--- config.mk ---
export PLATFORM = sky130hd
export DESIGN_NAME = bingo_board_renderer
export DESIGN_NICKNAME = d
export VERILOG_FILES = /design/src/rtl/bingo_board_renderer.sv
export SDC_FILE = /design/constraint.sdc
export NUM_CORES = 1
export LEC_CHECK = 0
export CAP_MARGIN = 15
export CORE_UTILIZATION = 35
export CTS_CLUSTER_SIZE = 24
export DETAILED_ROUTE_END_ITERATION = 6
export PLACE_DENSITY_LB_ADDON = 0.25
export SETUP_SLACK_MARGIN = 0.1
export SKIP_CTS_REPAIR_TIMING = 1
export SKIP_LAST_GASP = 1
export SYNTH_ARGS = -nofsm -noshare
export SYNTH_HDL_FRONTEND = slang
export SYNTH_SLANG_ARGS = --single-unit
--- constraint.sdc ---
create_clock -name clk -period 11.5 [get_ports clk]
set_input_delay 2.3 -clock clk [delete_from_list [all_inputs] [get_ports clk]]
set_output_delay 2.3 -clock clk [all_outputs]
set_load 0.005 [all_outputs]
--- src/rtl/bingo_board_renderer.sv ---
// Two-stage VGA pixel renderer for an N x N Bingo board: per-frame state snapshot,
// sprite-ROM tile addressing, blinking completed-line strikes and a cursor outline.
module bingo_board_renderer #(
  parameter int          GRID_N       = 5,
  parameter int          CELL_LOG2    = 6,
  parameter int          ORIGIN_X     = 160,
  parameter int          ORIGIN_Y     = 80,
  parameter int          VAL_W        = 5,
  parameter int          BLINK_FRAMES = 30,
  parameter int          LINE_W       = 4,
  parameter logic [11:0] FRAME_RGB    = 12'h732,
  parameter logic [11:0] CIRCLE_RGB   = 12'hC22,
  parameter logic [11:0] LINE_RGB     = 12'hFF0,
  parameter logic [11:0] CURSOR_RGB   = 12'h0F0
) (
  input  logic                            clk,
  input  logic                            rst,
  input  logic                            pix_en,
  input  logic [9:0]                      h_cnt,
  input  logic [9:0]                      v_cnt,
  input  logic                            valid_in,
  input  logic                            hsync_in,
  input  logic                            vsync_in,
  input  logic [VAL_W*GRID_N*GRID_N-1:0]  map,
  input  logic [GRID_N*GRID_N-1:0]        circle,
  input  logic [2*GRID_N+1:0]             line,
  input  logic [2:0]                      cursor_x,
  input  logic [2:0]                      cursor_y,
  input  logic                            cursor_en,
  output logic [VAL_W-1:0]                tile_id,
  output logic [CELL_LOG2-1:0]            tile_px,
  output logic [CELL_LOG2-1:0]            tile_py,
  input  logic [11:0]                     tile_rgb,
  input  logic                            circle_mask,
  input  logic [11:0]                     bg_rgb,
  output logic                            hsync,
  output logic                            vsync,
  output logic [11:0]                     vga_rgb
);

  localparam int CELL  = 1 << CELL_LOG2;
  localparam int BOARD = GRID_N * CELL;
  localparam int HW    = LINE_W / 2;
  localparam int NCELL = GRID_N * GRID_N;
  localparam int CI_W  = $clog2(NCELL);
  localparam int CNT_W = (BLINK_FRAMES > 1) ? $clog2(BLINK_FRAMES) : 1;

  logic [VAL_W*NCELL-1:0] map_s;
  logic [NCELL-1:0]       circle_s;
  logic [2*GRID_N+1:0]    line_s;
  logic [2:0]             cur_x_s, cur_y_s;
  logic                   cur_en_s;
  logic [CNT_W-1:0]       blink_cnt;
  logic                   blink_on;

  logic s1_valid, s1_hsync, s1_vsync, s1_in_board, s1_border;
  logic s1_strike, s1_cursor, s1_circled;

  logic [VAL_W-1:0] map_cells [NCELL];

  for (genvar i = 0; i < NCELL; i++) begin : g_cells
    assign map_cells[i] = map_s[i*VAL_W +: VAL_W];
  end

  function automatic logic near(input int d);
    return (d < HW) && (d > -HW);
  endfunction

  int                   hi, vi, dx, dy, pxi, pyi;
  logic                 in_board, ring;
  logic [2:0]           bx, by;
  logic [CELL_LOG2-1:0] px, py;
  logic [CI_W-1:0]      cell_lin;
  logic                 row_flag, col_flag, main_hit, anti_hit, strike, cursor_hit;

  assign hi  = int'(h_cnt);
  assign vi  = int'(v_cnt);
  assign dx  = hi - ORIGIN_X;
  assign dy  = vi - ORIGIN_Y;
  assign bx  = 3'(dx >> CELL_LOG2);
  assign by  = 3'(dy >> CELL_LOG2);
  assign px  = CELL_LOG2'(dx);
  assign py  = CELL_LOG2'(dy);
  assign pxi = int'(px);
  assign pyi = int'(py);

  assign in_board = (hi >= ORIGIN_X) && (hi < ORIGIN_X + BOARD) &&
                    (vi >= ORIGIN_Y) && (vi < ORIGIN_Y + BOARD);
  assign ring     = (hi >= ORIGIN_X - 2) && (hi < ORIGIN_X + BOARD + 2) &&
                    (vi >= ORIGIN_Y - 2) && (vi < ORIGIN_Y + BOARD + 2) && !in_board;
  assign cell_lin = in_board ? CI_W'(int'(by) * GRID_N + int'(bx)) : '0;

  // Strike geometry: rows/columns are bands through the cell centre, diagonals follow px==py
  assign row_flag = |(line_s[GRID_N-1:0] & (GRID_N'(1) << by));
  assign col_flag = |(line_s[2*GRID_N-1:GRID_N] & (GRID_N'(1) << bx));
  assign main_hit = line_s[2*GRID_N] && (bx == by) && near(pxi - pyi);
  assign anti_hit = line_s[2*GRID_N+1] && ((int'(bx) + int'(by)) == GRID_N - 1) &&
                    near(pxi + pyi - (CELL - 1));
  assign strike   = blink_on && in_board &&
                    ((row_flag && near(pyi - CELL/2)) || (col_flag && near(pxi - CELL/2)) ||
                     main_hit || anti_hit);

  assign cursor_hit = cur_en_s && in_board && (cur_x_s == bx) && (cur_y_s == by) &&
                      ((pxi <= 1) || (pxi >= CELL - 2) || (pyi <= 1) || (pyi >= CELL - 2));

  // Board state is frozen for the whole frame at the top-left pixel
  always_ff @(posedge clk) begin
    if (rst) begin
      map_s     <= '0;
      circle_s  <= '0;
      line_s    <= '0;
      cur_x_s   <= '0;
      cur_y_s   <= '0;
      cur_en_s  <= 1'b0;
      blink_cnt <= '0;
      blink_on  <= 1'b1;
    end else if (pix_en && (h_cnt == 10'd0) && (v_cnt == 10'd0)) begin
      map_s    <= map;
      circle_s <= circle;
      line_s   <= line;
      cur_x_s  <= cursor_x;
      cur_y_s  <= cursor_y;
      cur_en_s <= cursor_en;
      if (blink_cnt == CNT_W'(BLINK_FRAMES - 1)) begin
        blink_cnt <= '0;
        blink_on  <= ~blink_on;
      end else begin
        blink_cnt <= blink_cnt + 1'b1;
      end
    end
  end

  always_ff @(posedge clk) begin
    if (rst) begin
      s1_valid    <= 1'b0;
      s1_hsync    <= 1'b1;
      s1_vsync    <= 1'b1;
      s1_in_board <= 1'b0;
      s1_border   <= 1'b0;
      s1_strike   <= 1'b0;
      s1_cursor   <= 1'b0;
      s1_circled  <= 1'b0;
      tile_id     <= '0;
      tile_px     <= '0;
      tile_py     <= '0;
    end else if (pix_en) begin
      s1_valid    <= valid_in;
      s1_hsync    <= hsync_in;
      s1_vsync    <= vsync_in;
      s1_in_board <= in_board;
      s1_border   <= ring;
      s1_strike   <= strike;
      s1_cursor   <= cursor_hit;
      s1_circled  <= in_board && circle_s[cell_lin];
      tile_id     <= in_board ? map_cells[cell_lin] : '0;
      tile_px     <= in_board ? px : '0;
      tile_py     <= in_board ? py : '0;
    end
  end

  // ROM data arrives alongside stage-1 state, so colour selection happens here
  always_ff @(posedge clk) begin
    if (rst) begin
      vga_rgb <= '0;
      hsync   <= 1'b1;
      vsync   <= 1'b1;
    end else if (pix_en) begin
      hsync <= s1_hsync;
      vsync <= s1_vsync;
      if (!s1_valid)                       vga_rgb <= '0;
      else if (s1_in_board) begin
        if (s1_strike)                     vga_rgb <= LINE_RGB;
        else if (s1_cursor)                vga_rgb <= CURSOR_RGB;
        else if (s1_circled && circle_mask) vga_rgb <= CIRCLE_RGB;
        else if (tile_rgb != 12'h000)      vga_rgb <= tile_rgb;
        else                               vga_rgb <= bg_rgb;
      end
      else if (s1_border)                  vga_rgb <= FRAME_RGB;
      else                                 vga_rgb <= bg_rgb;
    end
  end

endmodule

# [After elaboration in Yosys (flattened, before gate mapping)]
# Cells that the tools add are included.
[totals] reg_bits=214 output_inout_bits=31
[classes] add_sub_neg=10 mul=1 order_cmp=22 eq_ne=5 n_shift=2 mux=17 n_bitwise=4 reduce_logical=40
[op_table] operator="2-to-1 mux 12 bit" count=7
[op_table] operator="< comparator 10 x 9 -> 1 bit (second input constant)" count=4
[op_table] operator="logical AND 1 bit" count=27
[op_table] operator="binary-select mux 5 bit (select 5 bit)" count=1
[op_table] operator="2-to-1 mux 5 bit" count=5
[op_table] operator="> comparator 7 x 2 -> 1 bit (second input constant)" count=3
[op_table] operator="< comparator 7 x 3 -> 1 bit (second input constant)" count=3
[op_table] operator="greater-or-equal comparator 10 x 7 -> 1 bit (second input constant)" count=2
[op_table] operator="greater-or-equal comparator 10 x 8 -> 1 bit (second input constant)" count=2
[op_table] operator="logical NOT 10 bit" count=2
[op_table] operator="greater-or-equal comparator 6 bit (second input constant)" count=3
[op_table] operator="subtractor 6 x 6 -> 7 bit (second input constant)" count=2
[op_table] operator="less-or-equal comparator 6 x 1 -> 1 bit (second input constant)" count=2
[op_table] operator="2-to-1 mux 6 bit" count=2
[op_table] operator="nonzero test 12 bit" count=1
[op_table] operator="bitwise AND 5 bit" count=2
[op_table] operator="OR reduction 5 bit" count=2
[op_table] operator="<< shifter 1 x 3 -> 5 bit (first input constant)" count=2
[op_table] operator="equality test 3 bit" count=3
[op_table] operator="subtractor 9 x 7 -> 9 bit (second input constant)" count=1
[op_table] operator="subtractor 9 x 8 -> 9 bit (second input constant)" count=1
[op_table] operator="> comparator 8 x 2 -> 1 bit (second input constant)" count=1
[op_table] operator="< comparator 8 x 3 -> 1 bit (second input constant)" count=1
[op_table] operator="subtractor 7 x 6 -> 8 bit (second input constant)" count=1
[op_table] operator="other kinds (16)" count=21

# [Logic depth before layout (Yosys ltp)]
# Gate-level depths: netlist (run 1).
[depth] word_depth=10 mapped_depth=17

# [Worst setup path before layout (run 1)]
# Ideal clock, no wire load.
[synth_path] kind="input to register" startpoint="input port v_cnt[4]" endpoint="register tile_id[3]" setup_time_ns=0.070 arrival_time_ns=5.831 path_slack_ns=5.599 cell_stages=16 n_path_buf=1 cell_sequence="inv_1 ha_1 and2b_2 nor3_1 or2_1 clkbuf_1 ha_1 ha_1 inv_1 fa_1 xnor2_1 a2111oi_0 a211oi_2 a221oi_2 or3_1 a21oi_1"
[synth_via] elab_chain_len=9 word_cells_on_any_way=13 cone_classes="2 x add/sub; 1 x mul; 2 x order compare; 5 x mux; 1 x bitwise; 2 x reduce/logical"
[synth_rtl] element="start, declared" line="20" source="input logic [9:0] v_cnt,"
[synth_rtl] element="subtractor 9 x 7 -> 9 bit or greater-or-equal comparator 10 x 7 -> 1 bit (tied branches)" line="79, 88"
[synth_rtl] element="multiplier 3 x 3 -> 5 bit or logical AND 1 bit (tied branches)" line="91, 87"
[synth_rtl] element="adder 5 x 3 -> 5 bit or logical AND 1 bit (tied branches)" line="91, 88"
[synth_rtl] element="2-to-1 mux 5 bit" line="91" source="assign cell_lin = in_board ? CI_W'(int'(by) * GRID_N + int'(bx)) : '0;"
[synth_rtl] element="inverter 5 -> 6 bit (implied by the code)" line="155" source="tile_id <= in_board ? map_cells[cell_lin] : '0;"
[synth_rtl] element="binary-select mux 5 bit (select 5 bit)" line="155"
[synth_rtl] element="2-to-1 mux 5 bit (implied by the code) (2 in a row)" line="155"
[synth_rtl] element="2-to-1 mux 5 bit (*)" line="155"
[synth_rtl] element="end signal, assigned" line="155"
[synth_rtl] element="end, declared" line="30" source="output logic [VAL_W-1:0] tile_id,"
# Mark *: on every way between the ends. The rest lies on a longest branch, timed or not. The select of a mux whose other input is x is not followed.
# A chain may end at the register's enable or synchronous reset.

# [Worst setup path after layout (run 1)]
# Ends and elaborated chain as after synthesis.

==> out/metrics.cfg, run 1 <==
[global_route]
antenna_found_initial=1
grt-ovfl-total=0
first_global_vias=9780
track_usage_pct=21.4
grt_pass1_wl_um=53000
grt_max_degree=167

[worst_setup_path]
path_delay_family=adder cells
rr_endpoint=s1_strike$_SDFFE_PP0P_
cp_data_arrival_time_ns=6.93
cpMaxStageDelayCell=clkdlybuf4s50_1
slowest_delay_ns=0.54
worst_setup_path_end_kind=flip-flop
criticalPathCategory=primary input to flip-flop
crit_chain=clkdlybuf4s50_1, inv_1, ha_1, and2b_2, nor3_1, or2_1, ha_1, ha_1, inv_1, fa_1, xnor2_1, a2111oi_0, a211oi_2, a221oi_2, or3_1, a21oi_1
cp-start-kind=primary input
r2r.worst_path.cells=6
rrSetupSlack_ns=9.61
cp_num_buf_inv=3
cp_data_required_time_ns=11.96
reg2reg_from=line_s[10]$_SDFFE_PP0P_
crit_fanout=8
critPathMostFrequentCell=ha_1

[clock_tree]
clockBufferDepth=3
clk_pin_slew_worst_paths_ns=0.06
cts_root_buffer=clkbuf_16
numCtsBuffers=25
insertion_delay_ns=0.53
cts_max_level=1
cts_sinks=214
cts_tree=yes

[power]
sw_frac_of_total_pct=25.9
powerDensity_mw_per_mm2=134
clockPowerShare_pct=44.5
vdd_drop_max_v=0.000113
p_int_uw=1400
leakagePower_uw=0.00485
p_comb_share_pct=16.0
switchingPower_uw=489
pwr-share-seq_pct=39.5

[sta]
fin_crit_sh_pct=56.2
skew_ns=0.0141
tns_ns=0
relSlewSlack_pct=23.6
max_freq_mhz=155
worst_pin_slew_ns=1.14
slew_violations=0
rsz0062_at_grt=false
setup_viol=0
hold_viol_final=0
period_minus_slack_ns=6.47
hold_slack_ns=0.447

[synthesis]
synth_top_flop_cell=dfxtp_1
synthArstFlopShare_pct=0
yosys.area.top_type=dfxtp_1
yosys_warnings=0
netlist_area_mm2=0.0106
synth_fp_nets=1589
synth_area_leaders=dfxtp_1, nand2_1, a21oi_1
ys_types=67
synth_cells=1336
synth_top_area_share_pct=40.4
avgSynthCellArea_um2=7.94
ys_seq_area_share_pct=40.4
synth_seq_cells=214
synth_edf_count=0

[layout]
fin_util_pct=47.5
area_growth_pct=32.9
fin_area_mm2=0.0141
drive_above_1_share_pct=5.62
filler_cell_count=2912
diodes=0
regArea_mm2=0.00428
multiInputGateArea_mm2=0.00581
layout.nets=1782

[detailed_routing]
viasPerCell=5.21
wl_um=33900
drcViolationCount=0
antenna_left=0
drt_iter0_drc=741
drt-pass1-iter-count=7
wl_per_cell_um=17.5
vias=10100

[flow_run]
drv_cap=0

[die]
core_mm2=0.0297
io_pins=251
dieWidth_um=176
rows=63
fp.dieH_um=176
initial_utilization_pct=35.7
die_area_mm2=0.0310

[place]
place_congestion=0.903
io_buffers=250
detailed_place_hpwl_um=23800
place_area_mm2=0.0132

[min_path]
hp-start=circle_s[18]$_SDFFE_PP0P_
min_path_cells=2
min_path_type=flip-flop to flip-flop
hold_end=circle_s[18]$_SDFFE_PP0P_

[run_status]
status=completed

[per-layer routing]
| metal | part of all wire [%] | global-route usage (%) |
|---|---|---|
| met5 | 0 | 0 |
| met4 | 2.6 | 6.81 |
| met3 | 6.9 | 3.64 |
| met2 | 43 | 32.4 |
| met1 | 48 | 30.8 |
[registers in the layout, summed over array words and instances (netlist names), 3 cells and up]
name,flops
line_s,12
map_s,125
circle_s,25
cur_x_s,3
blink_cnt,5
tile_py,6
vga_rgb,12
tile_px,6
cur_y_s,3
tile_id,5
[Yosys cell counts (16+ instances only)]
master / n
a21oi_1: 216
buf_2: 26
nor2_1: 47
ha_1: 29
clkbuf_1: 47
nor4_1: 16
nand3_1: 17
nor2b_1: 21
nand2_1: 395
dfxtp_1: 214
inv_1: 25
o21ai_0: 39
mux4_2: 20
nor3_1: 24
mux2i_1: 23
[cells by family (layout without fill, tap and decap cells)]
family,Yosys count,count (layout),share of synthesized area (%)
AOI/OAI and AO/OA,334,334,18.1
xor gates and xnor gates,21,21,1.73
adders and majority gates,33,33,4.17
buffers and inverters,114,326,5.20
DFF,214,214,40.4
muxes,45,45,6.77
and+or+nand+nor,575,575,23.6
[how the worst max path moves through the flow]
stage / startpoint / to / slack (ns) / cells past startpoint
6_report: v_cnt[4] / tile_id[3]$_SDFFE_PP0P_ / 5.03 / 16
2_1_floorplan: v_cnt[4] / tile_id[3]$_SDFFE_PP0P_ / 5.60 / 16
5_1_grt: v_cnt[4] / tile_id[3]$_SDFFE_PP0P_ / 4.70 / 15
3_3_place_gp: v_cnt[4] / tile_id[3]$_SDFFE_PP0P_ / 4.62 / 14
4_1_cts: v_cnt[4] / tile_id[3]$_SDFFE_PP0P_ / 5.06 / 15
3_5_place_dp: v_cnt[4] / tile_id[3]$_SDFFE_PP0P_ / 4.51 / 15
[metrics by stage]
| stage | cells | setup WS, ns | total power, µW |
|---|---|---|---|
| after floorplan | 1336 | 5.60 | 934 |
| final | 1938 | 5.03 | 1890 |
| after CTS | 1938 | 5.06 | 1910 |
| after global placement | 1892 | 4.62 | 1060 |
| after global routing | 1938 | 4.70 | 1970 |
| after detailed placement | 1892 | 4.51 | 1060 |
[area by class of cell]
cell class	count	area share, %
Multi-Input combinational cell	1008	41.2
Sequential cell	214	30.4
Timing Repair Buffer	255	18.1
Clock buffer	38	5.28
Tap cell	390	3.46
Clock inverter	8	0.976
Inverter	25	0.665
[tightest hold or removal path, cell delays in order, from the launching register on]
cell	delay [ns]
dfxtp_1	0.31
nand2_1	0.05
a21oi_1	0.05
[cells in the final DEF (no fill, tap or decap), types with 7 or more instances in the layout]
| cell type | synthesis | final |
|---|---|---|
| nor2b_1 | 21 | 21 |
| nor4_1 | 16 | 15 |
| nand2_1 | 395 | 395 |
| o211ai_1 | 9 | 9 |
| ha_1 | 29 | 28 |
| xor2_1 | 10 | 10 |
| clkbuf_16 | 0 | 25 |
| nand4_1 | 11 | 11 |
| a211oi_1 | 11 | 11 |
| dfxtp_1 | 214 | 214 |
| nand3_1 | 17 | 17 |
| nor2_1 | 47 | 47 |
| clkdlybuf4s50_1 | 0 | 249 |
| mux4_2 | 20 | 20 |
| a21oi_1 | 216 | 216 |
| or3_1 | 8 | 8 |
| o21ai_0 | 39 | 39 |
| nor3_1 | 24 | 23 |
| mux2i_1 | 23 | 23 |
| inv_1 | 25 | 25 |
| xnor2_1 | 11 | 11 |
| clkbuf_8 | 2 | 7 |
[power by group through the flow]
stage | Sequential, µW | Clock [µW] | Combinational (µW)
3_3_place_gp | 762 | 0 | 300
2_1_floorplan | 762 | 0 | 171
4_1_cts | 746 | 857 | 304
5_1_grt | 746 | 890 | 330
6_report | 746 | 840 | 303
3_5_place_dp | 763 | 0 | 302
Note: power is estimated with default switching activity, not from simulation.
==> inputs of run 2 (changes only) <==
==> constraint.sdc (replaced) <==
create_clock -name clk -period 6.4 [get_ports clk]
set_input_delay 1.28 -clock clk [delete_from_list [all_inputs] [get_ports clk]]
set_output_delay 1.28 -clock clk [all_outputs]
set_load 0.005 [all_outputs]
==> run 2 against run 1 <==
Clock skew decreased by 0.0033 ns. Non-clock buffer count increased by 7. Utilization increased by 0.076 points. Routed wire length decreased by 1.9%. Worst hold slack got worse by 0.00091 ns. Via count increased by 0.19%. Clock power increased by 74%. Power increased by 77%. Clock-buffer cell count decreased by 4. Critical path type unchanged. Highest routed layer unchanged.
==> out/metrics.cfg, run 2 (synthesized netlist as in run 1, its figures left out) <==
[run_status]
status=completed

[sta]
skew_ns=0.0108
relSlewSlack_pct=31.4
setup_viol=0
period_minus_slack_ns=5.43
slew_violations=0
fin_crit_sh_pct=84.9
hold_viol_final=0
tns_ns=0
rsz0062_at_grt=false
max_freq_mhz=184
worst_pin_slew_ns=1.03

[detailed_routing]
wl_per_cell_um=17.1
drt_iter0_drc=832
vias=10100
viasPerCell=5.21
drcViolationCount=0
antenna_left=0
wl_um=33200
drt-pass1-iter-count=5

[global_route]
antenna_found_initial=1
track_usage_pct=20.8
grt-ovfl-total=0
first_global_vias=9547
grt_max_degree=167
grt_pass1_wl_um=51400

[die]
core_mm2=0.0297
io_pins=251
fp.dieH_um=176
initial_utilization_pct=35.7
dieWidth_um=176
rows=63
die_area_mm2=0.0310

[flow_run]
drv_cap=0

[clock_tree]
cts_tree=yes
numCtsBuffers=25
insertion_delay_ns=0.53
cts_max_level=1
clockBufferDepth=3
cts_sinks=214
cts_root_buffer=clkbuf_16
clk_pin_slew_worst_paths_ns=0.06

[place]
place_congestion=0.919
io_buffers=250
dp_cells=1899
detailed_place_hpwl_um=23700

[layout]
filler_cell_count=3000
final_common_cell=nand2_1
final_cells=1941
diodes=0
largest_register_ffs=125
drive_above_1_share_pct=5.87
layout_common_cells=nand2_1, clkdlybuf4s50_1, a21oi_1
regMostFlops=map_s
largestRegisters=map_s: 125 flops, circle_s: 25 flops
area_growth_pct=33.2
layout.nets=1789

[min_path]
min_path_type=flip-flop to flip-flop
min_path_cells=2

[power]
fin_total_pwr_uw=3350
vdd_drop_max_v=0.000191
powerDensity_mw_per_mm2=237
leakagePower_uw=0.00489

[worst_setup_path]
crit_fanout=8
cp_data_required_time_ns=6.86
r2r.worst_path.cells=6
criticalPathCategory=primary input to flip-flop
worst_setup_path_end_kind=flip-flop
cp-start-kind=primary input
cp_data_arrival_time_ns=5.90

run 2: final cells by class:
class | count | area [µm²] | area share [%]
Multi-Input combinational cell | 1008 | 5810 | 41.1
Timing Repair Buffer | 262 | 2620 | 18.5
Clock buffer | 34 | 699 | 4.95
Inverter | 25 | 93.8 | 0.664
Tap cell | 390 | 488 | 3.45
Sequential cell | 214 | 4280 | 30.3
Clock inverter | 8 | 140 | 0.992
run 2: power by group:
| part | switching [µW] | internal, µW |
|---|---|---|
| Combinational | 292 | 258 |
| Sequential | 3.10 | 1340 |
| Clock | 568 | 889 |
run 2: through the flow:
stage                     hold WS (ns)  setup WS [ns]  util, %  cell area [µm²]
after global placement           0.435          0.622     44.7            13300
after floorplan                  0.427           1.52        -            10600
final                            0.447          0.967     47.5            14100
after detailed placement         0.440          0.528     44.7            13300
after CTS                        0.448           1.05     47.5            14100
after global routing             0.462          0.559     47.5            14100
run 2: path summary, 6_finish.rpt:
kind,start,end,slack (ns)
setup / recovery,v_cnt[4],tile_id[3]$_SDFFE_PP0P_,0.97
setup reg to reg,s1_in_board$_SDFFE_PP0P_,vga_rgb[0]$_SDFFE_PP0P_,4.57
hold / removal,line_s[8]$_SDFFE_PP0P_,line_s[8]$_SDFFE_PP0P_,0.45
hold reg to reg,line_s[8]$_SDFFE_PP0P_,line_s[8]$_SDFFE_PP0P_,0.45
run 2: critical path: stages:
cell and delay, ns:
clkdlybuf4s50_1 0.54, inv_1 0.21, ha_1 0.21, and2b_2 0.26
nor3_1 0.42, or2_1 0.29, ha_1 0.27, ha_1 0.30
inv_1 0.06, fa_1 0.47, xnor2_1 0.40, a2111oi_0 0.16
a211oi_2 0.46, a221oi_2 0.06, or3_1 0.37, a21oi_1 0.14
run 2: routing by layer:
metal	track usage, %	wire, µm
met1	30.2	15700
met3	2.95	2190
met4	6.41	857
met2	31.5	14500
met5	0	0
